`src/rtl/seq_match_logger.sv`:
```
// Timestamp logger for pattern-detector matches: stamps each z pulse into a
// show-ahead FIFO and keeps saturating match/drop counters plus a sticky overflow flag.
module seq_match_logger #(
    parameter int TS_W  = 16,
    parameter int DEPTH = 4,
    parameter int CNT_W = 8
) (
    input  logic             clk,
    input  logic             rst,
    input  logic             z,
    input  logic             clr,
    output logic             ts_valid,
    output logic [TS_W-1:0]  ts_data,
    input  logic             ts_ready,
    output logic [CNT_W-1:0] match_count,
    output logic [CNT_W-1:0] drop_count,
    output logic             overflow
);

    localparam int AW = (DEPTH > 1) ? $clog2(DEPTH) : 1;
    localparam logic [AW:0] FULL_CNT = (AW + 1)'(DEPTH);

    logic [TS_W-1:0]  cyc_q, cyc_d;
    logic [TS_W-1:0]  mem_q [DEPTH];
    logic [TS_W-1:0]  mem_d [DEPTH];
    logic [AW-1:0]    wptr_q, wptr_d;
    logic [AW-1:0]    rptr_q, rptr_d;
    logic [AW:0]      cnt_q, cnt_d;
    logic             valid_q, valid_d;
    logic [CNT_W-1:0] match_q, match_d;
    logic [CNT_W-1:0] drop_q, drop_d;
    logic             ovf_q, ovf_d;

    logic full, pop, push, drop;

    function automatic logic [CNT_W-1:0] sat_inc(input logic [CNT_W-1:0] v);
        return (&v) ? v : v + CNT_W'(1);
    endfunction

    always_comb begin
        full = (cnt_q == FULL_CNT);
        pop  = valid_q && ts_ready;
        // A full FIFO still accepts a push when the head is leaving on the same edge.
        push = z && (!full || pop);
        drop = z && full && !pop;

        cyc_d   = cyc_q + TS_W'(1);
        mem_d   = mem_q;
        wptr_d  = wptr_q;
        rptr_d  = rptr_q;
        cnt_d   = cnt_q;
        match_d = match_q;
        drop_d  = drop_q;
        ovf_d   = ovf_q;

        if (clr) begin
            wptr_d  = '0;
            rptr_d  = '0;
            cnt_d   = '0;
            match_d = '0;
            drop_d  = '0;
            ovf_d   = 1'b0;
        end else begin
            if (push) begin
                mem_d[wptr_q] = cyc_q;
                wptr_d        = wptr_q + AW'(1);
            end
            if (pop) begin
                rptr_d = rptr_q + AW'(1);
            end
            case ({push, pop})
                2'b10:   cnt_d = cnt_q + (AW + 1)'(1);
                2'b01:   cnt_d = cnt_q - (AW + 1)'(1);
                default: cnt_d = cnt_q;
            endcase
            if (z) begin
                match_d = sat_inc(match_q);
            end
            if (drop) begin
                drop_d = sat_inc(drop_q);
                ovf_d  = 1'b1;
            end
        end

        valid_d = (cnt_d != '0);
    end

    always_ff @(posedge clk or posedge rst) begin
        if (rst) begin
            cyc_q   <= '0;
            wptr_q  <= '0;
            rptr_q  <= '0;
            cnt_q   <= '0;
            valid_q <= 1'b0;
            match_q <= '0;
            drop_q  <= '0;
            ovf_q   <= 1'b0;
            for (int i = 0; i < DEPTH; i++) begin
                mem_q[i] <= '0;
            end
        end else begin
            cyc_q   <= cyc_d;
            wptr_q  <= wptr_d;
            rptr_q  <= rptr_d;
            cnt_q   <= cnt_d;
            valid_q <= valid_d;
            match_q <= match_d;
            drop_q  <= drop_d;
            ovf_q   <= ovf_d;
            mem_q   <= mem_d;
        end
    end

    assign ts_valid    = valid_q;
    assign ts_data     = mem_q[rptr_q];
    assign match_count = match_q;
    assign drop_count  = drop_q;
    assign overflow    = ovf_q;

endmodule

```
`config.mk`:
```
export PLATFORM = sky130hd
export DESIGN_NAME = seq_match_logger
export DESIGN_NICKNAME = d
export VERILOG_FILES = /design/src/rtl/seq_match_logger.sv
export SDC_FILE = /design/constraint.sdc
export NUM_CORES = 1
export LEC_CHECK = 0
export ABC_AREA = 1
export CORE_UTILIZATION = 39
export CTS_BUF_LIST = sky130_fd_sc_hd__clkbuf_4 sky130_fd_sc_hd__clkbuf_8
export CTS_CLUSTER_SIZE = 12
export DETAILED_ROUTE_END_ITERATION = 7
export HOLD_SLACK_MARGIN = 0.12
export SKIP_CTS_REPAIR_TIMING = 1
export SYNTH_ARGS = -nofsm -noshare
export SYNTH_HDL_FRONTEND = slang
export SYNTH_SLANG_ARGS = --single-unit
export TNS_END_PERCENT = 100
```
`constraint.sdc`:
```
create_clock -name clk -period 9.95 [get_ports clk]
set_input_delay 2.985 -clock clk [delete_from_list [all_inputs] [get_ports clk]]
set_output_delay 2.985 -clock clk [all_outputs]
set_load 0.05 [all_outputs]
```
==> flow_summary.html <==
<table>
<tr><th>Metric</th><th>Value</th></tr>
<tr><th colspan="2">Yosys</th></tr>
<tr><td>Top cells by area in the synthesized netlist</td><td>sky130_fd_sc_hd__dfrtp_1, sky130_fd_sc_hd__nand2_1, sky130_fd_sc_hd__o21ai_2</td></tr>
<tr><td>Cell accounting for the most synthesized area</td><td>sky130_fd_sc_hd__dfrtp_1</td></tr>
<tr><td>Number of distinct library cells after synthesis</td><td>31</td></tr>
<tr><td>Syn nets</td><td>576</td></tr>
<tr><td>Netlist Area Pre-Place</td><td>5070 um2</td></tr>
<tr><td>Flop and latch count out of synthesis</td><td>105</td></tr>
<tr><td>Count of warnings emitted by yosys</td><td>0</td></tr>
<tr><td>Most used flip-flop cell after synthesis</td><td>sky130_fd_sc_hd__dfrtp_1</td></tr>
<tr><td>Dominant cell by count in the synthesized netlist</td><td>sky130_fd_sc_hd__nand2_1</td></tr>
<tr><td>Number of enable flip-flop cells after synthesis</td><td>0</td></tr>
<tr><td>Synth Area in Compound Gates</td><td>15.8%</td></tr>
<tr><td>Synthesized area per cell</td><td>9.01 um2</td></tr>
<tr><td>Synth Area in Adders</td><td>2.12%</td></tr>
<tr><td>Dominant combinational cell family by area after synthesis</td><td>simple AND/OR/NAND/NOR gates</td></tr>
<tr><td>Proportion of synthesized area in mux cells</td><td>0%</td></tr>
<tr><td>Fraction of registers with async set/reset</td><td>100%</td></tr>
<tr><td>XOR/XNOR Fraction of Synth Area</td><td>2.94%</td></tr>
<tr><td>Top cell type's share of synthesized area</td><td>51.8%</td></tr>
<tr><td>Most frequent cells after synthesis</td><td>sky130_fd_sc_hd__nand2_1, sky130_fd_sc_hd__dfrtp_1, sky130_fd_sc_hd__nor2_1, sky130_fd_sc_hd__o21ai_0, sky130_fd_sc_hd__inv_1</td></tr>
<tr><td>Sequential cell area fraction in the yosys report</td><td>51.8%</td></tr>
<tr><td>Synth Instances</td><td>563</td></tr>
<tr><td>Fraction of the mapped netlist area in simple logic gates</td><td>20.5%</td></tr>
<tr><th colspan="2">GRT</th></tr>
<tr><td>Vias in the first global route</td><td>3637</td></tr>
<tr><td>Global-route wire length before repair</td><td>17900 um</td></tr>
<tr><td>Sum of overflow across all layers after global routing</td><td>0</td></tr>
<tr><td>Antenna violations before repair</td><td>0</td></tr>
<tr><td>Total global routing track utilization</td><td>17.5%</td></tr>
<tr><td>Maximum number of pins on one net before global-route repair</td><td>77</td></tr>
<tr><th colspan="2">Die</th></tr>
<tr><td>Die Span Y</td><td>116 um</td></tr>
<tr><td>Die area</td><td>13500 um2</td></tr>
<tr><td>Core area</td><td>12700 um2</td></tr>
<tr><td>Placement Rows</td><td>41</td></tr>
<tr><td>Top-level port count</td><td>39</td></tr>
<tr><td>Horizontal extent of the die</td><td>116 um</td></tr>
<tr><td>Initial Utilization</td><td>40.0%</td></tr>
<tr><th colspan="2">Hold path</th></tr>
<tr><td>Startpoint of the worst hold path</td><td>cyc_q[15]</td></tr>
<tr><td>Tightest Hold Check Type</td><td>register to register</td></tr>
<tr><td>Worst Hold Depth</td><td>1</td></tr>
<tr><th colspan="2">Layout</th></tr>
<tr><td>Area delta synth-&gt;final</td><td>12.2%</td></tr>
<tr><td>Layout Nets</td><td>602</td></tr>
<tr><td>Final Core Density</td><td>44.9%</td></tr>
<tr><td>Antenna diodes</td><td>0</td></tr>
<tr><td>Number of fill cells in the layout</td><td>1268</td></tr>
<tr><td>Layout cell share with drive strength beyond 1</td><td>9.60%</td></tr>
<tr><td>Post-route cell area</td><td>5690 um2</td></tr>
<tr><th colspan="2">Clock tree</th></tr>
<tr><td>H-tree Lvls</td><td>3</td></tr>
<tr><td>Clock latency on the worst-skew pair</td><td>0.38 ns</td></tr>
<tr><td>Root cell of the clock tree</td><td>sky130_fd_sc_hd__clkbuf_8</td></tr>
<tr><td>Maximum number of buffers from clock root to sink</td><td>2</td></tr>
<tr><td>Total CTS buffers</td><td>9</td></tr>
<tr><td>CTS Sinks</td><td>105</td></tr>
<tr><td>Clock transition at the registers of the reported paths</td><td>0.10 ns</td></tr>
<tr><td>Clock tree from TritonCTS</td><td>built</td></tr>
<tr><th colspan="2">Setup path</th></tr>
<tr><td>Category of the worst setup path capture point</td><td>output pin</td></tr>
<tr><td>Setup slack of the worst register-to-register path</td><td>7.16 ns</td></tr>
<tr><td>Type of element launching the critical path</td><td>register</td></tr>
<tr><td>Critical R2R Launch</td><td>rptr_q[0]</td></tr>
<tr><td>Highest net fanout along the worst path</td><td>36</td></tr>
<tr><td>Arrival time worst endpoint</td><td>3.85 ns</td></tr>
<tr><td>Crit path required time</td><td>6.97 ns</td></tr>
<tr><td>Count of cells along the worst register-to-register path</td><td>3</td></tr>
<tr><td>Worst setup path start</td><td>rptr_q[0]</td></tr>
<tr><td>Critical path class</td><td>register to output pin</td></tr>
<tr><th colspan="2">Timing</th></tr>
<tr><td>Final clock skew</td><td>0.0126 ns</td></tr>
<tr><td>Achievable Freq</td><td>146 MHz</td></tr>
<tr><td>Time the final worst path needs with I/O delays and setup</td><td>6.83 ns</td></tr>
<tr><td>Worst max-slew margin expressed relative to the limit</td><td>33.1%</td></tr>
<tr><td>Actual slew at the worst max-slew pin</td><td>1.00 ns</td></tr>
<tr><td>Unrepaired setup endpoints after global routing</td><td>no</td></tr>
<tr><td>Final hold violations</td><td>0</td></tr>
<tr><td>Crit share post-route</td><td>68.7%</td></tr>
<tr><td>Final setup slack of the worst path</td><td>3.12 ns</td></tr>
<tr><td>Setup violations, final</td><td>0</td></tr>
<tr><td>Post-Route Setup TNS</td><td>0 ns</td></tr>
<tr><td>Number of pins with negative max-slew slack in the final report</td><td>0</td></tr>
<tr><th colspan="2">Routing</th></tr>
<tr><td>DRT iter0 DRCs</td><td>261</td></tr>
<tr><td>DR vias</td><td>3862</td></tr>
<tr><td>Number of detailed-route iterations in the first pass</td><td>4</td></tr>
<tr><td>Wire per inst</td><td>13.6 um</td></tr>
<tr><td>Remaining DRCs</td><td>0</td></tr>
<tr><td>Antenna-violating nets left</td><td>0</td></tr>
<tr><td>Aggregate routed wire length</td><td>10400 um</td></tr>
<tr><td>Vias per cell</td><td>5.04</td></tr>
<tr><th colspan="2">Pwr</th></tr>
<tr><td>Sw power</td><td>0.000389 W</td></tr>
<tr><td>Share of power burned in registers</td><td>46.6%</td></tr>
<tr><td>Switching part of the total</td><td>35.6%</td></tr>
<tr><td>LEAKAGE</td><td>2.57 nW</td></tr>
<tr><td>VDD IR max</td><td>0.0597 mV</td></tr>
<tr><td>Portion of total power attributed to combinational logic</td><td>28.4%</td></tr>
<tr><td>Power density over the cells</td><td>192 nW/um2</td></tr>
<tr><td>Internal Pwr Total</td><td>0.000704 W</td></tr>
<tr><td>Share of power burned in the clock network</td><td>25.0%</td></tr>
<tr><th colspan="2">Outcome</th></tr>
<tr><td>Outcome</td><td>completed</td></tr>
<tr><th colspan="2">Job</th></tr>
<tr><td>Max-capacitance violation count</td><td>0</td></tr>
<tr><th colspan="2">Place</th></tr>
<tr><td>Number of input and output port buffers inserted</td><td>38</td></tr>
<tr><td>Final Wtd Congestion</td><td>0.804</td></tr>
<tr><td>Placed cell area</td><td>5490 um2</td></tr>
<tr><td>Hpwl dp</td><td>6920 um</td></tr>
<tr><td>Post-Place Worst Slack</td><td>3.54 ns</td></tr>
</table>
## power by group through the flow
stage,Combinational (W),Sequential [W],Clock [W]
2_1_floorplan,0.000221,0.000521,0
3_3_place_gp,0.000308,0.000513,0
3_5_place_dp,0.000313,0.000517,0
4_1_cts,0.000314,0.000508,0.000285
5_1_grt,0.000340,0.000516,0.000299
6_report,0.000310,0.000509,0.000274
## registers in the layout, indices dropped and copies added (netlist names)
signal       cells
cnt_q            3
wptr_q           2
ts_valid         1
overflow         1
rptr_q           2
mem_q           64
cyc_q           16
match_count      8
drop_count       8
## final timing paths
kind | endpoint
worst min-delay path | cyc_q[15]
worst max register to register | rptr_q[1]
min in group asynchronous | drop_count[0]
max in group asynchronous | mem_q[35]
worst min register to register | cyc_q[15]
worst max-delay path | ts_data[5]
## cells in the final DEF, fill, tap and decap left out, types with 5 or more instances in the layout
cell type	n
sky130_fd_sc_hd__nor2_1	51
sky130_fd_sc_hd__ha_1	7
sky130_fd_sc_hd__xor2_1	17
sky130_fd_sc_hd__nand2_1	128
sky130_fd_sc_hd__nand2_4	5
sky130_fd_sc_hd__o21ai_2	27
sky130_fd_sc_hd__inv_1	40
sky130_fd_sc_hd__o21ai_0	47
sky130_fd_sc_hd__o21ai_1	37
sky130_fd_sc_hd__dfrtp_1	105
sky130_fd_sc_hd__nand3_1	24
sky130_fd_sc_hd__clkdlybuf4s50_1	38
sky130_fd_sc_hd__nand4_1	10
sky130_fd_sc_hd__clkbuf_8	10
sky130_fd_sc_hd__o22ai_1	16
sky130_fd_sc_hd__nor3_1	8
## through the flow
stage	instances	power (W)	hold WS, ns
6_report	766	0.00109	0.486
5_1_grt	766	0.00116	0.509
4_1_cts	766	0.00111	0.488
3_5_place_dp	750	0.000830	0.464
3_3_place_gp	750	0.000821	0.459
2_1_floorplan	563	0.000743	0.442
## cells by family (layout without fill, tap and decap cells)
family / count (synthesis) / count (layout)
AO/OA/AOI/OAI: 132 / 132
XOR/XNOR: 17 / 17
adder cells (fa/ha/maj): 8 / 8
buffers and inverters: 66 / 97
flip-flops: 105 / 105
AND/OR/NAND/NOR: 235 / 235
## layout make-up
| class | count | area, um2 | share of cell area (%) |
|---|---|---|---|
| Clock buffer | 12 | 153 | 2.68 |
| Clock inverter | 4 | 51.3 | 0.901 |
| Inverter | 42 | 160 | 2.81 |
| Multi-Input combinational cell | 392 | 2100 | 36.8 |
| Tap cell | 172 | 215 | 3.78 |
| Sequential cell | 105 | 2630 | 46.2 |
| Timing Repair Buffer | 39 | 388 | 6.82 |
## metal layers
layer	track usage, %	routed length [um]	vias to the layer above
li1	-	-	1926
met1	22.5	4870	1879
met2	29.4	5150	44
met3	2.93	225	13
met4	7.26	187	0
met5	0	0	-
## worst max-delay path, stage by stage (launching register included)
cell and delay [ns]:
sky130_fd_sc_hd__dfrtp_1 1.02, sky130_fd_sc_hd__clkinv_1 1.10, sky130_fd_sc_hd__o21ai_0 0.50, sky130_fd_sc_hd__o22ai_1 0.13
sky130_fd_sc_hd__clkdlybuf4s50_1 0.72
Power figures use the tool's default switching activity.
